[config.mk]
export PLATFORM = sky130hd
export DESIGN_NAME = arraymul_seq_ctrl
export DESIGN_NICKNAME = d
export VERILOG_FILES = /design/src/rtl/arraymul_seq_ctrl.sv
export SDC_FILE = /design/constraint.sdc
export NUM_CORES = 1
export LEC_CHECK = 0
export ABC_CLOCK_PERIOD_IN_PS = 4300
export BUFFER_PORTS_ARGS = -buffer_cell sky130_fd_sc_hd__buf_2
export CAP_MARGIN = 20
export CORE_ASPECT_RATIO = 0.7
export CORE_MARGIN = 10
export CORE_UTILIZATION = 55
export DETAILED_ROUTE_END_ITERATION = 7
export GPL_TIMING_DRIVEN = 0
export MAX_ROUTING_LAYER = met4
export PLACE_DENSITY = 0.82
export SLEW_MARGIN = 20
export SYNTH_ARGS = -nofsm -noshare
export SYNTH_HDL_FRONTEND = slang
export SYNTH_HIERARCHICAL = 1
export SYNTH_SLANG_ARGS = --single-unit
[constraint.sdc]
create_clock -name clk -period 4.3 [get_ports clk]
set_input_delay 0.86 -clock clk [delete_from_list [all_inputs] [get_ports clk]]
set_output_delay 0.86 -clock clk [all_outputs]
set_load 0.01 [all_outputs]
[src/rtl/arraymul_seq_ctrl.sv]
// Sequential WIDTH x WIDTH unsigned multiplier. A single 2x2 array cell is
// time-shared over every digit pair, and the shifted partial products are accumulated.

module arraymultiplier (
  input  logic [1:0] a,
  input  logic [1:0] b,
  output logic [3:0] p
);
  logic a0b0, a1b0, a0b1, a1b1, c1;

  assign a0b0 = a[0] & b[0];
  assign a1b0 = a[1] & b[0];
  assign a0b1 = a[0] & b[1];
  assign a1b1 = a[1] & b[1];
  assign c1   = a1b0 & a0b1;
  assign p    = {a1b1 & c1, a1b1 ^ c1, a1b0 ^ a0b1, a0b0};
endmodule

module arraymul_seq_ctrl #(
  parameter int WIDTH     = 8,
  parameter bit ZERO_SKIP = 1'b1
) (
  input  logic                 clk,
  input  logic                 rst_n,
  input  logic                 in_valid,
  output logic                 in_ready,
  input  logic [WIDTH-1:0]     a,
  input  logic [WIDTH-1:0]     b,
  output logic                 out_valid,
  input  logic                 out_ready,
  output logic [2*WIDTH-1:0]   product,
  output logic                 busy
);
  localparam int N  = WIDTH / 2;
  localparam int CW = (N > 1) ? $clog2(N) : 1;
  localparam int AW = 2 * WIDTH;
  localparam logic [CW-1:0] NM1 = CW'(N - 1);

  if (WIDTH < 2 || (WIDTH % 2) != 0) begin : g_bad_width
    $error("arraymul_seq_ctrl: WIDTH must be even and >= 2");
  end

  typedef enum logic [1:0] {S_IDLE, S_RUN, S_DONE} state_t;

  state_t           state_q, state_d;
  logic [WIDTH-1:0] ra_q, ra_d, rb_q, rb_d;
  logic [AW-1:0]    acc_q, acc_d, product_q, product_d;
  logic [CW-1:0]    i_q, i_d, j_q, j_d;
  logic [1:0]       dig_a, dig_b;
  logic [3:0]       pp;
  logic [CW+1:0]    sh;
  logic [AW-1:0]    pp_sh;
  logic             last;

  assign dig_a = 2'(ra_q >> {i_q, 1'b0});
  assign dig_b = 2'(rb_q >> {j_q, 1'b0});

  arraymultiplier u_cell (.a(dig_a), .b(dig_b), .p(pp));

  // Weight of digit pair (i,j) is 4^(i+j).
  assign sh    = {1'b0, i_q, 1'b0} + {1'b0, j_q, 1'b0};
  assign pp_sh = AW'(pp) << sh;
  assign last  = (i_q == NM1) && (j_q == NM1);

  always_comb begin
    state_d   = state_q;
    ra_d      = ra_q;
    rb_d      = rb_q;
    acc_d     = acc_q;
    product_d = product_q;
    i_d       = i_q;
    j_d       = j_q;
    in_ready  = 1'b0;
    out_valid = 1'b0;
    case (state_q)
      S_IDLE: begin
        in_ready = 1'b1;
        if (in_valid) begin
          ra_d  = a;
          rb_d  = b;
          acc_d = '0;
          i_d   = '0;
          j_d   = '0;
          if (ZERO_SKIP && (a == '0 || b == '0)) begin
            product_d = '0;
            state_d   = S_DONE;
          end else begin
            state_d = S_RUN;
          end
        end
      end
      S_RUN: begin
        acc_d = acc_q + pp_sh;
        if (j_q == NM1) begin
          j_d = '0;
          i_d = (i_q == NM1) ? '0 : i_q + 1'b1;
        end else begin
          j_d = j_q + 1'b1;
        end
        if (last) begin
          product_d = acc_d;
          state_d   = S_DONE;
        end
      end
      S_DONE: begin
        out_valid = 1'b1;
        if (out_ready) state_d = S_IDLE;
      end
      default: state_d = S_IDLE;
    endcase
  end

  always_ff @(posedge clk) begin
    if (!rst_n) begin
      state_q   <= S_IDLE;
      ra_q      <= '0;
      rb_q      <= '0;
      acc_q     <= '0;
      product_q <= '0;
      i_q       <= '0;
      j_q       <= '0;
    end else begin
      state_q   <= state_d;
      ra_q      <= ra_d;
      rb_q      <= rb_d;
      acc_q     <= acc_d;
      product_q <= product_d;
      i_q       <= i_d;
      j_q       <= j_d;
    end
  end

  assign product = product_q;
  assign busy    = (state_q != S_IDLE);
endmodule

==> results of run 1 <==
-- state kept, by name, summed over array words and instances, names as in the netlist --
| signal | cells |
|---|---|
| acc_q | 16 |
| product | 16 |
| ra_q | 8 |
| rb_q | 8 |
| i_q | 2 |
| j_q | 2 |
| state_q | 2 |
-- cells in the final DEF, fill, tap and decap left out, types with 3 or more instances in the layout --
cell type	instances
a211oi_1	4
a21boi_0	24
a21o_1	8
a21oi_1	12
a22oi_1	4
a31o_2	3
a32oi_1	6
and2_1	6
and3_1	4
buf_2	40
clkbuf_1	16
clkbuf_8	5
dfxtp_1	53
ha_1	20
inv_1	11
mux2i_1	5
mux4_2	4
nand2_1	53
nand2b_1	7
nand3_1	17
nand4_1	5
nor2_1	31
nor2b_1	18
nor3_1	5
nor4_1	5
o21a_1	5
o21ai_0	17
o31ai_1	3
or3_1	4
xnor2_1	3
xor2_1	4
-- layer usage --
| layer | share of wire, % | track usage, % |
|---|---|---|
| met1 | 46 | 25.7 |
| met2 | 43 | 28.2 |
| met3 | 10 | 5.40 |
| met4 | 0.76 | 3.91 |
| met5 | 0 | - |
-- final cells by class --
cell class / instances / area (um2)
buffer: 22 / 90.1
clock buffer: 5 / 68.8
clock inverter: 3 / 40.0
fill: 485 / 2070
inverter: 11 / 41.3
multi-input combinational: 305 / 2050
sequential: 54 / 1080
tap: 75 / 93.8
timing repair buffer: 37 / 185
-- cells in the mapped netlist, types with 6 or more instances --
cell type,count,area share [%]
a21boi_0,24,5.5
a21o_1,8,1.8
a21oi_1,12,1.8
a32oi_1,6,1.6
and2_1,6,1.2
clkbuf_1,16,1.8
dfxtp_1,54,33
ha_1,20,7.7
inv_1,11,1.3
mux2i_1,6,1.8
nand2_1,53,6.1
nand2b_1,7,1.3
nand3_1,17,2.6
nor2_1,31,3.6
nor2b_1,18,3.5
o21ai_0,17,2.6
-- worst register-to-register path, cell delays in order, from the launching register on --
cell and delay [ns]:
dfxtp_2 0.43, mux4_2 0.56, and2_1 0.18, ha_1 0.20, ha_1 0.34, mux2i_2 0.26, nor2_1 0.08, ha_1 0.36
a211oi_1 0.31, o21ai_0 0.17, a21oi_1 0.26, a21oi_1 0.17, or3_1 0.36, a31o_2 0.24
-- logic make-up (layout without fill, tap and decap cells) --
logic type,after synthesis,count (layout),share of synthesized area [%]
AND/OR/NAND/NOR,163,163,24.5
XOR/XNOR,7,7,1.88
multiplexers,10,10,4.60
buffers and inverters,33,78,4.03
adder cells (fa/ha/maj),22,22,8.90
AO/OA/AOI/OAI,103,103,23.0
flip-flops,54,54,33.1
-- through the flow --
step	cell area (um2)	instances	worst slack (ns)	total power, uW	util, %
2_1_floorplan	3260	392	0.666	589	-
3_3_place_gp	3540	504	0.233	625	61.8
3_5_place_dp	3540	504	0.227	627	61.8
4_1_cts	3650	512	0.208	966	63.7
5_1_grt	3650	512	0.0492	1000	63.8
6_report	3650	512	0.282	968	63.8
-- worst max path at each step --
stage | start | endpoint | slack (ns) | cells past startpoint
after CTS | j_q[0] | acc_q[15] | 0.21 | 13
after detailed placement | j_q[0] | acc_q[15] | 0.23 | 13
after floorplan | j_q[0] | acc_q[12] | 0.67 | 13
final | j_q[0] | acc_q[15] | 0.28 | 13
after global routing | i_q[1] | acc_q[15] | 0.05 | 13
after global placement | j_q[0] | acc_q[15] | 0.23 | 13
-- repair_timing --
item                       CTS  global route
setup endpoints to repair    0             4
resized for setup            0             2
hold endpoints to repair     0             0
hold buffers                 0             0
-- where the power goes --
part | internal (uW) | total (uW) | switching, uW
Combinational | 35.2 | 98.5 | 63.3
Clock | 172 | 349 | 177
Sequential | 511 | 520 | 9.01
Total | 718 | 968 | 249
==> impl_metrics.toml, run 1 <==
[timing]
setup_viol = 0
rsz0062_at_grt = "no"
fin_crit_ns = 4.02
hold_violations = 0
fmax_mhz = 249
slew_violations = 0
hold_slack_ns = 0.475
finalSetupTns_ns = 0
skew_ns = 0.0116
fin_crit_sh_pct = 93.5
relSlewSlack_pct = 53.9
worst_pin_slew_ns = 0.692

[drt]
routed_wl_mm = 8.97
vias_per_cell = 6.05
initialDrtViolationCount = 281
drc_errors = 0
vias = 3097
post_drt_wl_per_cell_um = 17.5
postRouteAntennaNets = 0
dr.pass1.iters = 5

[critical_path]
arrival_ns = 4.24
critPathMostFrequentCell = "ha_1"
crit_fanout = 7
reg2reg_depth = 13
r2r_end = "acc_q[15]"
timing.rr.start = "j_q[0]"
cp_top_family = "compound AO/OA/AOI/OAI gates"
path_class = "register to register"
cp_cell_sequence = "mux4_2 > and2_1 > ha_1 > ha_1 > mux2i_2 > nor2_1 > ha_1 > a211oi_1 > o21ai_0 > a21oi_1 > a21oi_1 > or3_1 > a31o_2"
endpoint_kind = "register"
critPathSlowestCell = "mux4_2"
slowest_delay_ns = 0.55
rrSetupSlack_ns = 0.28
worst_ep_required_time_ns = 4.52
path_buf_inv = 0
worst_setup_path_start_kind = "register"

[floorplan]
die_h_um = 84.4
die_width_um = 112
rows = 23
die_area_um2 = 9460
ios = 39
initial_utilization_pct = 57.0
coreArea_um2 = 5730

[placed_design]
numPortBuffers = 37
gp_congestion = 0.944
dp_hpwl_mm = 6.75

[synthesis]
synthArstFlopShare_pct = 0
seq_area_frac_synth_pct = 33.1
synth_flop_cell = "dfxtp_1"
syn_nets = 434
netlist_area_um2 = 3260
yosys_warnings = 6
ys_ff_latch = 54
synth_cell_type_count = 54
avgSynthCellArea_um2 = 8.32
synth-edff-count = 0
netlist_instances = 392

[grt]
track_usage_pct = 19.2
grt_pass1_vias = 2885
gr-total-overflow = 0
grt_max_degree = 17
grt_first_pass_wirelength_mm = 14.6
antenna_found_initial = 0

[min_path]
hp-start = "product[9]"
whs_path_depth = 2
hold_class = "register to register"
hold_end = "product[9]"

[clock_network]
cts-root-buf = "clkbuf_8"
cts.clk_slew.worst_paths_ns = 0.10
cts.path.max_buffers = 2
cts_made_buffers = 5
cts.sinks = 54
htreeDepth = 2
insertion_delay_ns = 0.32
cts_tree = "yes"
post_cts_buffers = 0

[power]
power-per-cell-area_nw_per_um2 = 265
ir_drop_uv = 203
power_leakage_uw = 0.00158

[outcome]
outcome = "completed"

[cells_and_area]
areaGrowthSynthToFinish_pct = 12.0
final_layout_size_suffix_gt1_share_pct = 15.1
nets = 478
antenna_cells = 0

[run]
cap_violations = 0
Power figures use the tool's default switching activity.
==> run 2, diff against run 1 <==
--- a/config.mk
+++ b/config.mk
@@ -14,7 +14,7 @@
 export DETAILED_ROUTE_END_ITERATION = 7
 export GPL_TIMING_DRIVEN = 0
 export MAX_ROUTING_LAYER = met4
-export PLACE_DENSITY = 0.82
+export PLACE_DENSITY = 0.77
 export SLEW_MARGIN = 20
 export SYNTH_ARGS = -nofsm -noshare
 export SYNTH_HDL_FRONTEND = slang
==> run 2 against run 1 <==
Against the previous run:
- combinational power is essentially flat
- die area unchanged
- worst setup slack improved by 0.012 ns
- clock skew fell by 0.0016 ns
- clock-buffer cell count rose by 1
- wire length shrank 0.13%
- critical path depth did not move
- first-iteration DRC count down 2.5%
- critical path type unchanged
- largest cell class unchanged
==> impl_metrics.toml, run 2 (synthesis results as in run 1) <==
[outcome]
outcome = "completed"

[timing]
finalSetupTns_ns = 0
skew_ns = 0.0100
relSlewSlack_pct = 54.8
hold_violations = 0
fin_crit_ns = 4.01
fin_crit_sh_pct = 93.2
hold_slack_ns = 0.469
worst_pin_slew_ns = 0.678
setup_viol = 0
rsz0062_at_grt = "no"
fmax_mhz = 250
layout_setup_ws_ns = 0.294
slew_violations = 0

[floorplan]
ios = 39
rows = 23
die_h_um = 84.4
initial_utilization_pct = 57.0
die_area_um2 = 9460
coreArea_um2 = 5730
die_width_um = 112

[critical_path]
reg2reg_depth = 13
path_class = "register to register"
timing.rr.start = "i_q[1]"
crit_fanout = 7
worst_ep_required_time_ns = 4.51
worst_setup_path_start_kind = "register"
endpoint_kind = "register"
r2r_end = "acc_q[15]"
rrSetupSlack_ns = 0.29
arrival_ns = 4.22

[drt]
post_drt_wl_per_cell_um = 17.6
postRouteAntennaNets = 0
vias_per_cell = 5.93
routed_wl_mm = 8.96
dr.pass1.iters = 4
vias = 3026
drc_errors = 0
initialDrtViolationCount = 274

[power]
power-per-cell-area_nw_per_um2 = 249
ir_drop_uv = 118
power_leakage_uw = 0.00156
total_power_uw = 905

[clock_network]
cts_resized = 0
insertion_delay_ns = 0.31
cts_made_buffers = 5
cts.clk_slew.worst_paths_ns = 0.09
post_cts_buffers = 0
cts.sinks = 54
cts.path.max_buffers = 2
cts-root-buf = "clkbuf_8"
htreeDepth = 2
cts_hold_buf = 0
cts_tree = "yes"

[run]
cap_violations = 0

[cells_and_area]
nets = 478
fillCellCount = 532
final_layout_size_suffix_gt1_share_pct = 14.7
areaGrowthSynthToFinish_pct = 11.2
final_cell_mix = "nand2_1, dfxtp_1, buf_2, nor2_1, a21boi_0"
antenna_cells = 0
design_area_um2 = 3630

[grt]
grt_pass1_vias = 2966
antenna_found_initial = 0
gr-total-overflow = 0
grt_max_degree = 15
track_usage_pct = 19.2
grt_first_pass_wirelength_mm = 14.7

[min_path]
hold_end = "ra_q[4]"
whs_path_depth = 2
hold_class = "register to register"
hp-start = "ra_q[4]"

[placed_design]
gp_congestion = 1.02
dp_hpwl_mm = 6.82
placed_area_um2 = 3540
numPortBuffers = 37
place_ws_ns = 0.216
[run 2: worst max-delay path by stage]
stage                 from         to  slack [ns]  cells past startpoint
floorplan           j_q[0]  acc_q[12]        0.67                     13
global placement    j_q[0]  acc_q[15]        0.32                     13
detailed placement  j_q[0]  acc_q[15]        0.22                     13
CTS                 j_q[0]  acc_q[15]        0.19                     13
global route        i_q[1]  acc_q[15]        0.07                     13
finish              i_q[1]  acc_q[15]        0.29                     13
[run 2: area by class of cell]
class	count	area (um2)	area share (%)
multi-input cells	305	2050	56.6
flip-flops and latches	54	1080	29.8
repair buffers	37	185	5.10
well taps	75	93.8	2.59
plain buffers	22	90.1	2.48
clock buffers	6	82.6	2.28
inverters	11	41.3	1.14
[run 2: layer usage]
metal  part of all wire (%)  routed length, um  GRT usage [%]
met5                      0                  0              -
met4                    1.6                144           4.71
met3                    9.0                806           4.83
met2                     43               3850           28.7
met1                     46               4160           25.3
[run 2: worst max-delay path, stage by stage, from the launching register on]
cell and delay [ns]:
dfxtp_1 0.48, mux4_2 0.54, and2_1 0.16, ha_1 0.19
ha_1 0.32, mux2i_2 0.27, nor2_1 0.08, ha_1 0.37
a211oi_1 0.33, o21ai_0 0.15, a21oi_1 0.23, a21oi_1 0.15
or3_1 0.36, a31o_2 0.26
[run 2: per-stage QoR]
step | std cells | util, %
6_report | 510 | 63.4
5_1_grt | 510 | 63.4
4_1_cts | 510 | 63.3
3_5_place_dp | 504 | 61.8
3_3_place_gp | 504 | 61.8
2_1_floorplan | 392 | -
[run 2: where the power goes]
part	leakage, uW	switching [uW]	total (uW)	internal, uW
Clock	0.0000431	162	287	125
Sequential	0.000438	8.94	520	511
Combinational	0.00108	63.0	98.2	35.2
==> run 3, diff against run 2 <==
--- a/config.mk
+++ b/config.mk
@@ -5,6 +5,7 @@
 export SDC_FILE = /design/constraint.sdc
 export NUM_CORES = 1
 export LEC_CHECK = 0
+export ABC_AREA = 1
 export ABC_CLOCK_PERIOD_IN_PS = 4300
 export BUFFER_PORTS_ARGS = -buffer_cell sky130_fd_sc_hd__buf_2
 export CAP_MARGIN = 20
==> run 3 against run 2 <==
Against the previous run:
- cell area grew 3.8%
- clock-buffer cell count is the same
- die area grew 2.7%
- register-to-register slack gained 0.50 ns
- final cell count grew 28%
- critical path depth grew 8
- total power grew 83%
- critical endpoint is now acc_q[14]
- largest cell class unchanged
==> impl_metrics.toml, run 3 <==
[synthesis]
synthTopCellsByArea = "dfxtp_1, nand2_1, inv_1"
synth_commonest_cells = "nand2_1, inv_1, nor2_1"
syn_nets = 575
yosys_warnings = 6
yosysMostFrequentCell = "nand2_1"
netlist_area_um2 = 3370
synth_cell_type_count = 34
ys_ff_latch = 54
avgSynthCellArea_um2 = 6.33
synth_top_area_cell = "dfxtp_1"
synth_top_cell_area_share_pct = 32.0
synthArstFlopShare_pct = 0
seq_area_frac_synth_pct = 32.0
netlist_instances = 533
synth_flop_cell = "dfxtp_1"
synth-edff-count = 0

[run]
cap_violations = 0

[critical_path]
endpoint_kind = "register"
worst_setup_path_start_kind = "register"
crit_fanout = 7
cp_cell_sequence = "inv_1 > o21ai_0 > o22ai_1 > nand2_1 > inv_1 > ha_1 > ha_1 > nand2_1 > nor2_1 > a31oi_1 > nor2_1 > ha_1 > nand2_1 > inv_1 > nand2_1 > nand3_1 > nand2_1 > nand2_1 > nand2_1 > nand3_1 > a21oi_1"
worst_ep_required_time_ns = 4.55
path_class = "register to register"
arrival_ns = 3.76
rrSetupSlack_ns = 0.79
cp_top_family = "simple AND/OR/NAND/NOR gates"
critPathSlowestCell = "dfxtp_1"
critPathMostFrequentCell = "nand2_1"
slowest_delay_ns = 0.48
path_buf_inv = 3

[outcome]
outcome = "completed"

[clock_network]
cts-root-buf = "clkbuf_8"
cts_tree = "yes"
cts_resized = 0
insertion_delay_ns = 0.32
cts.sinks = 54
cts.clk_slew.worst_paths_ns = 0.10
cts_hold_buf = 0
post_cts_buffers = 0
htreeDepth = 2
cts_made_buffers = 5
cts.path.max_buffers = 2

[timing]
finalSetupTns_ns = 0
relSlewSlack_pct = 60.6
worst_pin_slew_ns = 0.590
fin_crit_sh_pct = 81.6
slew_violations = 0
fmax_mhz = 285
hold_violations = 0
skew_ns = 0.0129
fin_crit_ns = 3.51
layout_setup_ws_ns = 0.792
rsz0062_at_grt = "no"
setup_viol = 0

[drt]
initialDrtViolationCount = 222
vias_per_cell = 5.19
routed_wl_mm = 9.01
vias = 3384
drc_errors = 0
post_drt_wl_per_cell_um = 13.8
postRouteAntennaNets = 0
dr.pass1.iters = 5

[placed_design]
placed_area_um2 = 3650
dp_hpwl_mm = 7.11
gp_congestion = 0.902
numPortBuffers = 37
place_ws_ns = 0.895

[floorplan]
die_area_um2 = 9720
coreArea_um2 = 5840
initial_utilization_pct = 57.8
ios = 39
die_width_um = 114
die_h_um = 85.5
rows = 23

[power]
power_leakage_uw = 0.00198
power-per-cell-area_nw_per_um2 = 440
total_power_uw = 1660
ir_drop_uv = 303

[cells_and_area]
fillCellCount = 566
antenna_cells = 0
nets = 619
final_common_cell = "nand2_1"
design_area_um2 = 3770
final_layout_size_suffix_gt1_share_pct = 11.4
final_cell_mix = "nand2_1, inv_1, nor2_1, dfxtp_1, a21oi_1"
areaGrowthSynthToFinish_pct = 11.6

[grt]
track_usage_pct = 18.9
grt_pass1_vias = 3176
antenna_found_initial = 0
grt_max_degree = 16
grt_first_pass_wirelength_mm = 14.9
gr-total-overflow = 0

[min_path]
hold_class = "register to register"
==> run 3: layout make-up <==
class,instances,area (um2),area share (%)
Timing Repair Buffer,37,185,4.92
Clock buffer,6,82.6,2.19
Multi-Input combinational cell,376,1880,50.0
Sequential cell,54,1080,28.7
Buffer,15,78.8,2.09
Inverter,88,330,8.77
Clock inverter,1,30.0,0.797
Tap cell,75,93.8,2.49
==> run 3: logic make-up (layout without fill, tap and decap cells) <==
family                   count (synthesis)  in the layout  synth area share [%]
AO/OA/AOI/OAI                           93             93                  15.2
AND/OR/NAND/NOR                        260            260                  31.7
adder cells (fa/ha/maj)                 22             22                  8.60
multiplexers                             1              1                 0.297
flip-flops                              54             54                  32.0
buffers and inverters                  103            147                  12.1
==> run 3: path summary, 6_finish.rpt <==
kind	from	to	cells after the start
setup / recovery	j_q[0]	acc_q[14]	21
hold / removal	acc_q[0]	acc_q[0]	2
setup reg to reg	j_q[0]	acc_q[14]	21
hold reg to reg	acc_q[0]	acc_q[0]	2
==> run 3: report_power, final <==
group          switching [uW]  internal (uW)  total [uW]  leakage [uW]
sequential               60.0            590         650      0.000441
clock                     171            187         358     0.0000573
combinational             431            218         650       0.00148
==> run 3: worst reg2reg max path, cell delays in order, from the launching register on <==
cell and delay, ns:
dfxtp_1 0.48, inv_1 0.16, o21ai_0 0.18, o22ai_1 0.14, nand2_1 0.09, inv_1 0.04
ha_1 0.19, ha_1 0.30, nand2_1 0.09, nor2_1 0.04, a31oi_1 0.25, nor2_1 0.12
ha_1 0.35, nand2_1 0.12, inv_1 0.05, nand2_1 0.06, nand3_1 0.20, nand2_1 0.17
nand2_1 0.07, nand2_1 0.07, nand3_1 0.12, a21oi_1 0.16
==> run 3: metrics by stage <==
stage	utilization, %	cells	hold slack (ns)
floorplan	-	533	0.443
global placement	62.5	645	0.454
detailed placement	62.5	645	0.460
CTS	64.5	652	0.474
global route	64.5	652	0.496
finish	64.5	652	0.475
==> run 3: layer usage <==
layer	up-vias	wire (um)	track usage [%]
li1	1768	-	-
met2	109	3670	27.8
met1	1500	4700	26.3
met3	7	583	3.41
met4	0	59	3.91
met5	-	0	-
